## config.mk

```make
export PLATFORM = sky130hd
export DESIGN_NAME = posit_mul_arbiter_flat
export DESIGN_NICKNAME = d
export VERILOG_FILES = /design/src/rtl/posit_mul_arbiter_if.sv /design/src/rtl/posit_mul_arbiter.sv /design/src/flat_wrapper.sv
export SDC_FILE = /design/constraint.sdc
export NUM_CORES = 1
export LEC_CHECK = 0
export CAP_MARGIN = 20
export CORE_ASPECT_RATIO = 2
export CORE_UTILIZATION = 24
export DETAILED_ROUTE_END_ITERATION = 8
export PLACE_DENSITY = 0.61
export REMOVE_ABC_BUFFERS = 1
export SKIP_CTS_REPAIR_TIMING = 1
export SLEW_MARGIN = 5
export SYNTH_ARGS = -nofsm -noshare
export SYNTH_HDL_FRONTEND = slang
export SYNTH_SLANG_ARGS = --single-unit
```

## constraint.sdc

```tcl
create_clock -name clk -period 10.7 [get_ports clk]
set_input_delay 1.07 -clock clk [delete_from_list [all_inputs] [get_ports clk]]
set_output_delay 1.07 -clock clk [all_outputs]
set_load 0.02 [all_outputs]
```

## src/rtl/posit_mul_arbiter_if.sv

```systemverilog
// Requester-side and multiplier-side bus of the shared posit multiplier arbiter.
// The arbiter connects through the slave modport; the environment (requesters
// plus multiplier) uses the master modport.
interface posit_mul_arbiter_if #(
    parameter int NREQ = 4
);
    logic [NREQ-1:0]    req_valid;
    logic [NREQ*32-1:0] req_a;
    logic [NREQ*32-1:0] req_b;
    logic [NREQ-1:0]    req_ready;
    logic [NREQ-1:0]    rsp_valid;
    logic [31:0]        rsp_result;
    logic               rsp_err;
    logic               mul_start;
    logic [31:0]        mul_a;
    logic [31:0]        mul_b;
    logic [31:0]        mul_result;
    logic               mul_done;
    logic               busy;

    modport slave (
        input  req_valid, req_a, req_b, mul_result, mul_done,
        output req_ready, rsp_valid, rsp_result, rsp_err,
               mul_start, mul_a, mul_b, busy
    );

    modport master (
        output req_valid, req_a, req_b, mul_result, mul_done,
        input  req_ready, rsp_valid, rsp_result, rsp_err,
               mul_start, mul_a, mul_b, busy
    );
endinterface

```

## src/rtl/posit_mul_arbiter.sv

```systemverilog
// Round-robin arbiter sharing one posit multiplier among NREQ requesters,
// with a watchdog that answers NaR plus an error flag if the multiplier hangs.
//
//  state   | meaning
//  --------+-------------------------------------------------------------
//  S_IDLE  | searching for a requester from r_ptr upward; grant is combinational
//  S_ISSUE | operands latched, mul_start high for this single cycle
//  S_WAIT  | waiting for a rising edge of mul_done or watchdog expiry
//  S_RESP  | rsp_valid pulse to the owner, pointer moves past the owner
module posit_mul_arbiter #(
    parameter int NREQ    = 4,
    parameter int TIMEOUT = 256
) (
    input  logic                clk,
    input  logic                rst,
    posit_mul_arbiter_if.slave  io_bus
);
    localparam int PTR_W = (NREQ > 1) ? $clog2(NREQ) : 1;
    localparam int TMR_W = $clog2(TIMEOUT);

    typedef enum logic [1:0] {
        S_IDLE  = 2'd0,
        S_ISSUE = 2'd1,
        S_WAIT  = 2'd2,
        S_RESP  = 2'd3
    } state_t;

    state_t             r_state;
    logic [PTR_W-1:0]   r_ptr;
    logic [PTR_W-1:0]   r_owner;
    logic [TMR_W-1:0]   r_timer;
    logic               r_done_q;
    logic [31:0]        r_mul_a;
    logic [31:0]        r_mul_b;
    logic [31:0]        r_rsp_result;
    logic               r_rsp_err;
    logic               r_mul_start;
    logic [NREQ-1:0]    r_rsp_valid;
    logic               r_busy;

    logic [PTR_W-1:0]   w_winner;
    logic [PTR_W-1:0]   w_cand;
    logic               w_any_valid;
    logic               w_done_evt;
    logic [PTR_W-1:0]   w_ptr_next;
    logic [NREQ-1:0]    w_owner_onehot;

    localparam logic [NREQ-1:0] ONE = {{(NREQ-1){1'b0}}, 1'b1};

    // Round-robin search: first valid requester at or after the pointer.
    always_comb begin
        w_winner    = r_ptr;
        w_cand      = '0;
        w_any_valid = 1'b0;
        for (int k = 0; k < NREQ; k++) begin
            w_cand = PTR_W'((int'(r_ptr) + k) % NREQ);
            if (!w_any_valid && io_bus.req_valid[w_cand]) begin
                w_any_valid = 1'b1;
                w_winner    = w_cand;
            end
        end
    end

    // A done level left over from an earlier op must not count, only a fresh rise.
    assign w_done_evt     = io_bus.mul_done & ~r_done_q;
    assign w_ptr_next     = (r_owner == PTR_W'(NREQ - 1)) ? '0 : r_owner + 1'b1;
    assign w_owner_onehot = ONE << r_owner;

    assign io_bus.req_ready  = (r_state == S_IDLE && w_any_valid) ? (ONE << w_winner) : '0;
    assign io_bus.rsp_valid  = r_rsp_valid;
    assign io_bus.rsp_result = r_rsp_result;
    assign io_bus.rsp_err    = r_rsp_err;
    assign io_bus.mul_start  = r_mul_start;
    assign io_bus.mul_a      = r_mul_a;
    assign io_bus.mul_b      = r_mul_b;
    assign io_bus.busy       = r_busy;

    // Sequencer: grant, issue, wait with watchdog, respond; outputs registered alongside.
    always_ff @(posedge clk or posedge rst) begin
        if (rst) begin
            r_state      <= S_IDLE;
            r_ptr        <= '0;
            r_owner      <= '0;
            r_timer      <= '0;
            r_done_q     <= 1'b0;
            r_mul_a      <= '0;
            r_mul_b      <= '0;
            r_rsp_result <= '0;
            r_rsp_err    <= 1'b0;
            r_mul_start  <= 1'b0;
            r_rsp_valid  <= '0;
            r_busy       <= 1'b0;
        end else begin
            r_done_q <= io_bus.mul_done;
            case (r_state)
                S_IDLE: begin
                    if (w_any_valid) begin
                        r_mul_a     <= io_bus.req_a[32*w_winner +: 32];
                        r_mul_b     <= io_bus.req_b[32*w_winner +: 32];
                        r_owner     <= w_winner;
                        r_mul_start <= 1'b1;
                        r_busy      <= 1'b1;
                        r_state     <= S_ISSUE;
                    end
                end
                S_ISSUE: begin
                    r_mul_start <= 1'b0;
                    r_timer     <= '0;
                    r_state     <= S_WAIT;
                end
                S_WAIT: begin
                    r_timer <= r_timer + 1'b1;
                    if (w_done_evt) begin
                        r_rsp_result <= io_bus.mul_result;
                        r_rsp_err    <= 1'b0;
                        r_rsp_valid  <= w_owner_onehot;
                        r_state      <= S_RESP;
                    end else if (r_timer == TMR_W'(TIMEOUT - 1)) begin
                        r_rsp_result <= 32'h8000_0000;
                        r_rsp_err    <= 1'b1;
                        r_rsp_valid  <= w_owner_onehot;
                        r_state      <= S_RESP;
                    end
                end
                S_RESP: begin
                    r_rsp_valid <= '0;
                    r_busy      <= 1'b0;
                    r_ptr       <= w_ptr_next;
                    r_state     <= S_IDLE;
                end
                default: begin
                    r_state <= S_IDLE;
                end
            endcase
        end
    end
endmodule

```

## src/flat_wrapper.sv

```systemverilog
// flat-port wrapper written by rule: the top's interface ports become plain ports
module posit_mul_arbiter_flat 
#(
    parameter int NREQ    = 4,
    parameter int TIMEOUT = 256
)
  (clk, rst, io_bus_req_valid, io_bus_req_a, io_bus_req_b, io_bus_mul_result, io_bus_mul_done, io_bus_req_ready, io_bus_rsp_valid, io_bus_rsp_result, io_bus_rsp_err, io_bus_mul_start, io_bus_mul_a, io_bus_mul_b, io_bus_busy);
  posit_mul_arbiter_if #(.NREQ(NREQ)) io_bus_i ();
  input  logic clk;
  input  logic rst;
  input wire logic [$bits(io_bus_i.req_valid)-1:0] io_bus_req_valid;
  input wire logic [$bits(io_bus_i.req_a)-1:0] io_bus_req_a;
  input wire logic [$bits(io_bus_i.req_b)-1:0] io_bus_req_b;
  input wire logic [$bits(io_bus_i.mul_result)-1:0] io_bus_mul_result;
  input wire logic [$bits(io_bus_i.mul_done)-1:0] io_bus_mul_done;
  output wire logic [$bits(io_bus_i.req_ready)-1:0] io_bus_req_ready;
  output wire logic [$bits(io_bus_i.rsp_valid)-1:0] io_bus_rsp_valid;
  output wire logic [$bits(io_bus_i.rsp_result)-1:0] io_bus_rsp_result;
  output wire logic [$bits(io_bus_i.rsp_err)-1:0] io_bus_rsp_err;
  output wire logic [$bits(io_bus_i.mul_start)-1:0] io_bus_mul_start;
  output wire logic [$bits(io_bus_i.mul_a)-1:0] io_bus_mul_a;
  output wire logic [$bits(io_bus_i.mul_b)-1:0] io_bus_mul_b;
  output wire logic [$bits(io_bus_i.busy)-1:0] io_bus_busy;
  assign io_bus_i.req_valid = io_bus_req_valid;
  assign io_bus_i.req_a = io_bus_req_a;
  assign io_bus_i.req_b = io_bus_req_b;
  assign io_bus_i.mul_result = io_bus_mul_result;
  assign io_bus_i.mul_done = io_bus_mul_done;
  assign io_bus_req_ready = io_bus_i.req_ready;
  assign io_bus_rsp_valid = io_bus_i.rsp_valid;
  assign io_bus_rsp_result = io_bus_i.rsp_result;
  assign io_bus_rsp_err = io_bus_i.rsp_err;
  assign io_bus_mul_start = io_bus_i.mul_start;
  assign io_bus_mul_a = io_bus_i.mul_a;
  assign io_bus_mul_b = io_bus_i.mul_b;
  assign io_bus_busy = io_bus_i.busy;
  posit_mul_arbiter #(.NREQ(NREQ), .TIMEOUT(TIMEOUT)) u_core (.clk(clk), .rst(rst), .io_bus(io_bus_i));
endmodule
```

**After elaboration in Yosys (flattened, before gate mapping)**

Cells that the tools add are included.

- Word-level logic and storage cells: 85
- Input bits: 295
- Output and inout bits: 107
- Flip-flop bits (word level): 118

- Bitwise logic cells: 2
- Add/sub/neg operators: 5
- Magnitude comparators: 4
- Mux-type cells: 32
- Shifts and indexed selects: 4
- Reductions and logical operators: 19
- Equality and inequality tests: 7

Operators with widths:

| kind | number |
|---|---|
| indexed part select 128 x 8 -> 32 bit | 2 |
| two-way mux 32 bit | 2 |
| case mux 8 bit (2 select lines) | 1 |
| two-way mux 2 bit | 7 |
| < comparator 2 x 3 -> 1 bit (second input constant) | 4 |
| two-way mux 4 bit | 3 |
| AND reduction 2 bit | 6 |
| two-way mux 1 bit | 11 |
| nonzero test 2 bit | 5 |
| adder 8 x 1 -> 8 bit (second input constant) | 1 |
| binary-select mux 1 bit (select 2 bit) | 4 |
| == test 8 bit (second input constant) | 1 |
| case mux 2 bit (4 select lines) | 1 |
| case mux 4 bit (2 select lines) | 1 |
| left shift 1 x 2 -> 4 bit (first input constant) | 2 |
| == test 2 bit (second input constant) | 3 |
| adder 2 x 1 -> 2 bit (second input constant) | 2 |
| adder 2 bit (second input constant) | 2 |
| logical AND 1 bit | 4 |
| case mux 1 bit (2 select lines) | 2 |
| zero test 1 bit | 3 |
| != test 3 x 1 -> 1 bit (second input constant) | 1 |
| == test 2 x 1 -> 1 bit (second input constant) | 1 |
| zero test 2 bit | 1 |
| other kinds (3) | 3 |

**Depth between registers and ports, before layout**

Gate-level depths: netlist of the first run.

- Depth after elaboration: 14
- Gate-level depth with buffers: 8
- Mapped depth without buffers: 7

**Least setup slack after synthesis of the first run**

No wires, ideal clock.

- Kind: input to output
- Start: input io_bus_req_valid[2]
- End: output io_bus_req_ready[1]
- Slack: 7.032 ns
- Path buffers: 3
- Arrival time: 2.598 ns
- Stages on the path: 7
- Required time: 9.630 ns
- Path through: buf_2 > nor3b_1 > or3_1 > buf_2 > buf_2 > nand3_1 > nor3_1

- Longest elaborated chain between the ends: 14
- Elaborated cells on any way between the ends: 24
- Those cells by class: shift: 1; mux: 16; reduce/logical: 7

Ends and longest elaborated chain:

| what | RTL line | RTL |
|---|---|---|
| start, declared | flat_wrapper.sv:11 | `input wire logic [$bits(io_bus_i.req_valid)-1:0] io_bus_req_valid;` |
| binary-select mux 1 bit (select 2 bit) | posit_mul_arbiter.sv:57 | `if (!w_any_valid && io_bus.req_valid[w_cand]) begin` |
| two-way mux 1 bit (not written as such) | posit_mul_arbiter.sv:57 |  |
| two-way mux 1 bit | posit_mul_arbiter.sv:57 |  |
| zero test 1 bit | posit_mul_arbiter.sv:57 |  |
| logical AND 1 bit | posit_mul_arbiter.sv:57 |  |
| two-way mux 1 bit | posit_mul_arbiter.sv:57 |  |
| zero test 1 bit | posit_mul_arbiter.sv:57 |  |
| logical AND 1 bit | posit_mul_arbiter.sv:57 |  |
| two-way mux 1 bit | posit_mul_arbiter.sv:57 |  |
| zero test 1 bit | posit_mul_arbiter.sv:57 |  |
| logical AND 1 bit | posit_mul_arbiter.sv:57 |  |
| two-way mux 2 bit or two-way mux 1 bit (tied branches) | posit_mul_arbiter.sv:57 |  |
| left shift 1 x 2 -> 4 bit or logical AND 1 bit (tied branches) | posit_mul_arbiter.sv:69 | `assign io_bus.req_ready = (r_state == S_IDLE && w_any_valid) ? (ONE << w_winner) : '0;` |
| two-way mux 4 bit (*) | posit_mul_arbiter.sv:69 |  |
| end, declared | flat_wrapper.sv:16 | `output wire logic [$bits(io_bus_i.req_ready)-1:0] io_bus_req_ready;` |

Every way passes the cells marked *; elsewhere a longest branch is shown, timed or not. The select of a mux whose other input is x is not followed.

**Final worst setup path of the first run**

- Start: input io_bus_req_valid[3]
- End: output io_bus_req_ready[0]

The elaborated chain is that of the path after synthesis.

==> qor.csv, run 1 <==
metric,value,unit
status,finished clean,
fin_skew,15.1,ps
drt_iter0_markers,402,
critical_path_class,input pin to primary output,
coreArea,0.0283,mm^2
root_buffer,clkbuf_16,
grt_pass1_vias,7888,
num_rows,87,
start_kind,input pin,
cts_sinks,118,
slew_headroom,0.358,
grt_max_degree,71,
die_h,243,um
reg2reg_to,u_core.io_bus.mul_a[25],
clock_latency,450,ps
yosysWarnings,0,
ys_async_sr_fraction,1.00,
leakagePower,0.00460,uW
rsz0062_at_grt,no,
postRouteAntennaNets,0,
dieWidth,122,um
via_per_inst,5.37,
ir_drop,294,uV
reg2reg_setup_slack,7940,ps
max_freq,0.189,GHz
min-delay-start,u_core.io_bus.rsp_result[31],
utilization,0.418,
numCtsBuffers,17,
period_minus_slack,5280,ps
synth.cell_area,0.00695,mm^2
synth_edf_count,0,
final_max_slew_viol_count,0,
portBuffers,401,
min_path_type,register to register,
hold_depth,2,
grt_use_total,0.208,
finalSetupViolCount,0,
synth.avg_cell_area,10.1,um^2
hold_end,u_core.io_bus.rsp_result[31],
synthCells,690,
clk_pin_slew,60,ps
gp_congestion,0.838,
synth-seq-cells,118,
endpoint_kind,primary output,
power_density,279,mW/mm^2
drive_above_1_share,0.0809,
hold_viol,0,
wl_per_cell,21.7,um
nNetsFinal,1342,
cp.arrival,4210,ps
synth.distinct_cells,46,
ioPinCount,402,
tritoncts,yes,
cp.required,9630,ps
num_vias,7562,
maxCapViolations,0,
die-area,0.0297,mm^2
htreeDepth,4,
reg2reg_from,u_core.r_ptr[0],
start_util,0.246,
wl,30600,um
worstMarginPinSlew,960,ps
clockBufferDepth,2,
areaGrowthSynthToFinish,70.2,%
dpl.hpwl,21100,um
detail_route.first_pass.iterations,5,
setup_tns,0,ps
r2r_cells,6,
grt_pass1_wl,46500,um
drc,0,
ys_seq_area_frac,0.425,
grt_overflow,0,
cp_max_fo,48,
synth_ff_type,dfrtp_1,
min_period_over_period,0.493,
antenna_found_initial,3,
[critical path: stages]
cell	delay [ps]
clkdlybuf4s50_1	800
nor3_1	170
nand2b_1	170
and2_2	490
buf_4	580
and3_1	250
clkdlybuf4s50_1	600
[registers in the layout, indices dropped and copies added, names as in the netlist]
| signal | count |
|---|---|
| u_core.io_bus.mul_a | 32 |
| u_core.io_bus.mul_b | 32 |
| u_core.io_bus.rsp_result | 32 |
| u_core.r_timer | 8 |
| u_core.io_bus.rsp_valid | 4 |
| u_core.r_owner | 2 |
| u_core.r_ptr | 2 |
| u_core.r_state | 2 |
| u_core.io_bus.busy | 1 |
| u_core.io_bus.mul_start | 1 |
| u_core.io_bus.rsp_err | 1 |
| u_core.r_done_q | 1 |
[area by class of cell]
type | count | area (um^2)
inverters | 9 | 36.3
clock inverters | 14 | 211
fillers | 2775 | 16500
well taps | 356 | 445
repair buffers | 417 | 4130
flip-flops and latches | 118 | 2950
multi-input cells | 475 | 3610
diodes | 2 | 5.00
clock buffers | 18 | 439
[cells in the mapped netlist, types with 2 or more instances]
master,instances,area share
a21oi_1,50,0.036
a21oi_2,21,0.026
a221o_1,64,0.092
a22o_1,35,0.044
and2_1,4,0.0036
buf_1,12,0.0065
buf_2,21,0.015
buf_6,7,0.011
clkbuf_1,47,0.025
dfrtp_1,118,0.42
ha_1,9,0.016
inv_1,9,0.0049
mux2_2,2,0.0032
nand2_1,20,0.011
nand2b_1,6,0.0054
nand3_1,7,0.0050
nand3b_1,2,0.0022
nand4_1,65,0.058
nor2_1,13,0.0070
nor2b_1,4,0.0036
nor3_1,3,0.0022
nor3b_1,3,0.0032
o211ai_1,2,0.0022
o21ai_0,13,0.0094
o22a_1,66,0.083
o31ai_1,66,0.071
or4b_1,2,0.0029
[routing by layer]
layer	up-vias	track usage	routed length, um
met5	-	0	13
met4	2	0.0943	960
met3	46	0.0517	2080
met2	315	0.360	16000
met1	3708	0.235	11600
li1	3491	-	-
[metrics by stage]
step	hold slack, ps	setup slack, ps	instance area [um^2]	cells	total power, uW
final	485	5420	11800	1409	3300
after global routing	512	5260	11800	1409	3500
after CTS	490	5460	11800	1407	3340
after detailed placement	476	5470	11200	1375	2680
after global placement	476	5460	11200	1375	2660
after floorplan	475	6390	6540	602	1820
[report_power, final]
group          total [uW]  switching [uW]  internal (uW)
Clock                 643             240            403
Sequential            790             134            656
Combinational        1870            1010            855
Total                3300            1390           1910
[worst max-delay path by stage]
stage	from	to	depth (start not counted)
global placement	io_bus_req_valid[3]	io_bus_req_ready[0]	7
finish	io_bus_req_valid[3]	io_bus_req_ready[0]	7
global route	io_bus_req_valid[3]	io_bus_req_ready[0]	7
detailed placement	io_bus_req_valid[3]	io_bus_req_ready[0]	7
CTS	io_bus_req_valid[3]	io_bus_req_ready[0]	7
floorplan	io_bus_req_valid[2]	io_bus_req_ready[1]	4
[cell usage in the layout, fill, tap and decap left out, types with 2 or more instances in the layout]
| cell | n |
|---|---|
| a21oi_1 | 50 |
| a21oi_2 | 20 |
| a221o_1 | 64 |
| a22o_1 | 35 |
| and2_1 | 2 |
| and2_2 | 2 |
| buf_4 | 16 |
| bufinv_16 | 4 |
| clkbuf_16 | 17 |
| clkdlybuf4s50_1 | 401 |
| clkinv_4 | 2 |
| dfrtp_1 | 118 |
| diode_2 | 2 |
| ha_1 | 9 |
| inv_1 | 8 |
| inv_6 | 5 |
| inv_8 | 2 |
| mux2_2 | 2 |
| nand2_1 | 19 |
| nand2b_1 | 6 |
| nand3_1 | 7 |
| nand3b_1 | 2 |
| nand4_1 | 65 |
| nor2_1 | 12 |
| nor2b_1 | 4 |
| nor3_1 | 3 |
| nor3b_1 | 3 |
| o211ai_1 | 2 |
| o21ai_0 | 13 |
| o22a_1 | 66 |
| o31ai_1 | 66 |
| or4b_1 | 2 |
[kinds of logic (layout without fill, tap and decap cells)]
kind of cell,Yosys count,count (layout),synth area share
compound gates,325,325,0.376
simple gates,136,136,0.112
flops,118,118,0.425
buf+inv,97,458,0.0642
fa+ha+maj,9,9,0.0162
mux,3,3,0.00468
xor+xnor,2,2,0.00252
other cells,0,2,0
Note: power is estimated with default switching activity, not from simulation.
==> run 2: changes to the inputs <==
==> constraint.sdc (replaced) <==
create_clock -name clk -period 5.4 [get_ports clk]
set_input_delay 0.54 -clock clk [delete_from_list [all_inputs] [get_ports clk]]
set_output_delay 0.54 -clock clk [all_outputs]
set_load 0.02 [all_outputs]
==> qor.csv, run 2 (synthesized netlist as in run 1, its figures left out) <==
metric,value,unit,change
final_common_cell,clkdlybuf4s50_1,,
pwr-share-comb,0.576,,+0.010
status,finished clean,,
grt_pass1_wl,46900,um,+0.80%
num_rows,87,,unchanged
hold_depth,1,,-1
hold_viol,0,,unchanged
start_util,0.246,,unchanged
power_frac_clock,0.184,,-0.011
reg2reg_setup_slack,2810,ps,-5130 ps
reg2reg_to,u_core.io_bus.mul_a[25],,
fin_skew,11.2,ps,-3.93 ps
p_switching,2790,uW,+100%
wl,31200,um,+2.0%
max_freq,0.267,GHz,
die_h,243,um,unchanged
rsz0062_at_grt,no,,
cp.arrival,3210,ps,-1000 ps
grt_max_degree,70,,-1.4%
grt_overflow,0,,unchanged
clk_pin_slew,60,ps,about the same
fin_ws,1650,ps,-3770 ps
finalSetupViolCount,0,,unchanged
critical_path_class,input pin to primary output,,
numCtsBuffers,17,,unchanged
hold_end,u_core.io_bus.rsp_err,,
power_frac_seq,0.240,,about the same
cp_slowest_stage_delay,800,ps,about the same
antenna_found_initial,2,,-1
grt_pass1_vias,7831,,-0.72%
slowest_stage,clkdlybuf4s50_1,,
maxCapViolations,0,,unchanged
leakagePower,0.00461,uW,+0.17%
portBuffers,401,,unchanged
cpMostUsedCell,clkdlybuf4s50_1,,
ioPinCount,402,,unchanged
cp_max_fo,27,,-44%
reg2reg_from,u_core.r_ptr[0],,
cts_sinks,118,,unchanged
num_vias,7667,,+1.4%
r2r_cells,6,,unchanged
wl_per_cell,22.1,um,+1.7%
period_minus_slack,3750,ps,
root_buffer,clkbuf_16,,
postRouteAntennaNets,0,,unchanged
drc,0,,unchanged
power_density,550,mW/mm^2,+97%
die-area,0.0297,mm^2,unchanged
cp.required,4860,ps,-4770 ps
fillers,2809,,+1.2%
setup_tns,0,ps,unchanged
clock_latency,450,ps,about the same
areaGrowthSynthToFinish,70.3,%,about the same
start_kind,input pin,,
path_cells,"clkdlybuf4s50_1, nor3_1, nand2b_1, and2_2, and3_1, clkdlybuf4s50_1",,
final_max_slew_viol_count,0,,unchanged
tritoncts,yes,,
dieWidth,122,um,unchanged
min_path_type,register to register,,
endpoint_kind,primary output,,
layout_common_cells,"clkdlybuf4s50_1 (401), dfrtp_1 (118), o31ai_1 (66), o22a_1 (66), nand4_1 (65)",,
via_per_inst,5.43,,+1.1%
drive_above_1_share,0.0844,,+0.00348
nNetsFinal,1346,,+0.30%
gp_congestion,0.837,,about the same
clockBufferDepth,2,,unchanged
switching_share,0.429,,+0.00885
min_period_over_period,0.694,,
slew_headroom,0.309,,-0.0497
ir_drop,474,uV,+61%
power.internal,3710,uW,+94%
min-delay-start,u_core.io_bus.rsp_err,,
detail_route.first_pass.iterations,6,,+1
htreeDepth,4,,unchanged
dpl.hpwl,21600,um,+2.2%
coreArea,0.0283,mm^2,unchanged
place_ws,1680,ps,-3800 ps
drt_iter0_markers,480,,+19%
grt_use_total,0.210,,+0.00244
worstMarginPinSlew,1030,ps,+74.4 ps
## run 2: cell types whose count changed in the layout (fill, tap and decap cells not counted)
cell       previous run  this run
buf_12                0         1
buf_4                16        18
buf_8                 0         1
bufinv_16             4         2
clkbuf_8              1         0
inv_6                 5         6
inv_8                 2         4
## run 2: final cells by class
| type | instances | area [um^2] | area share |
|---|---|---|---|
| clock inverters | 15 | 183 | 0.0154 |
| diodes | 2 | 5.00 | 0.000423 |
| repair buffers | 421 | 4180 | 0.353 |
| multi-input cells | 475 | 3610 | 0.305 |
| flip-flops and latches | 118 | 2950 | 0.249 |
| clock buffers | 17 | 425 | 0.0359 |
| well taps | 356 | 445 | 0.0376 |
| inverters | 9 | 36.3 | 0.00306 |
## run 2: critical path: cells and delay by family
family,cells,cell delay (ps)
buffers and inverters,2,1400
AND/OR/NAND/NOR,4,1260
## run 2: routing by layer
layer / vias to the layer above / track usage / part of all wire
met5: - / 0 / 0
met1: 3745 / 0.241 / 0.38
met4: 0 / 0.0904 / 0.030
met3: 51 / 0.0439 / 0.072
met2: 355 / 0.368 / 0.52
li1: 3516 / - / -
## run 2: power by group through the flow
| stage | combinational (uW) | sequential [uW] | clock [uW] |
|---|---|---|---|
| after floorplan | 1610 | 1990 | 0 |
| after global placement | 3740 | 1560 | 0 |
| after detailed placement | 3760 | 1570 | 0 |
| after CTS | 3770 | 1560 | 1230 |
| after global routing | 3990 | 1610 | 1260 |
| final | 3750 | 1560 | 1200 |
## run 2: stage by stage
stage | hold WS [ps] | instance area (um^2) | cells | utilization | total power (uW)
final | 491 | 11800 | 1413 | 0.418 | 6510
after global routing | 511 | 11800 | 1413 | 0.418 | 6870
after CTS | 495 | 11800 | 1411 | 0.418 | 6570
after detailed placement | 480 | 11200 | 1379 | 0.397 | 5330
after global placement | 474 | 11200 | 1378 | 0.396 | 5300
after floorplan | 475 | 6540 | 602 | - | 3600
## run 2: worst max-delay path by stage
stage,to,from,slack (ps),depth (start not counted)
after floorplan,u_core.io_bus.mul_a[0],io_bus_req_valid[3],1640,5
after global placement,io_bus_req_ready[0],io_bus_req_valid[3],1680,6
after detailed placement,io_bus_req_ready[0],io_bus_req_valid[3],1680,6
after CTS,io_bus_req_ready[0],io_bus_req_valid[3],1660,6
after global routing,io_bus_req_ready[3],io_bus_req_valid[3],1490,6
final,io_bus_req_ready[0],io_bus_req_valid[3],1650,6
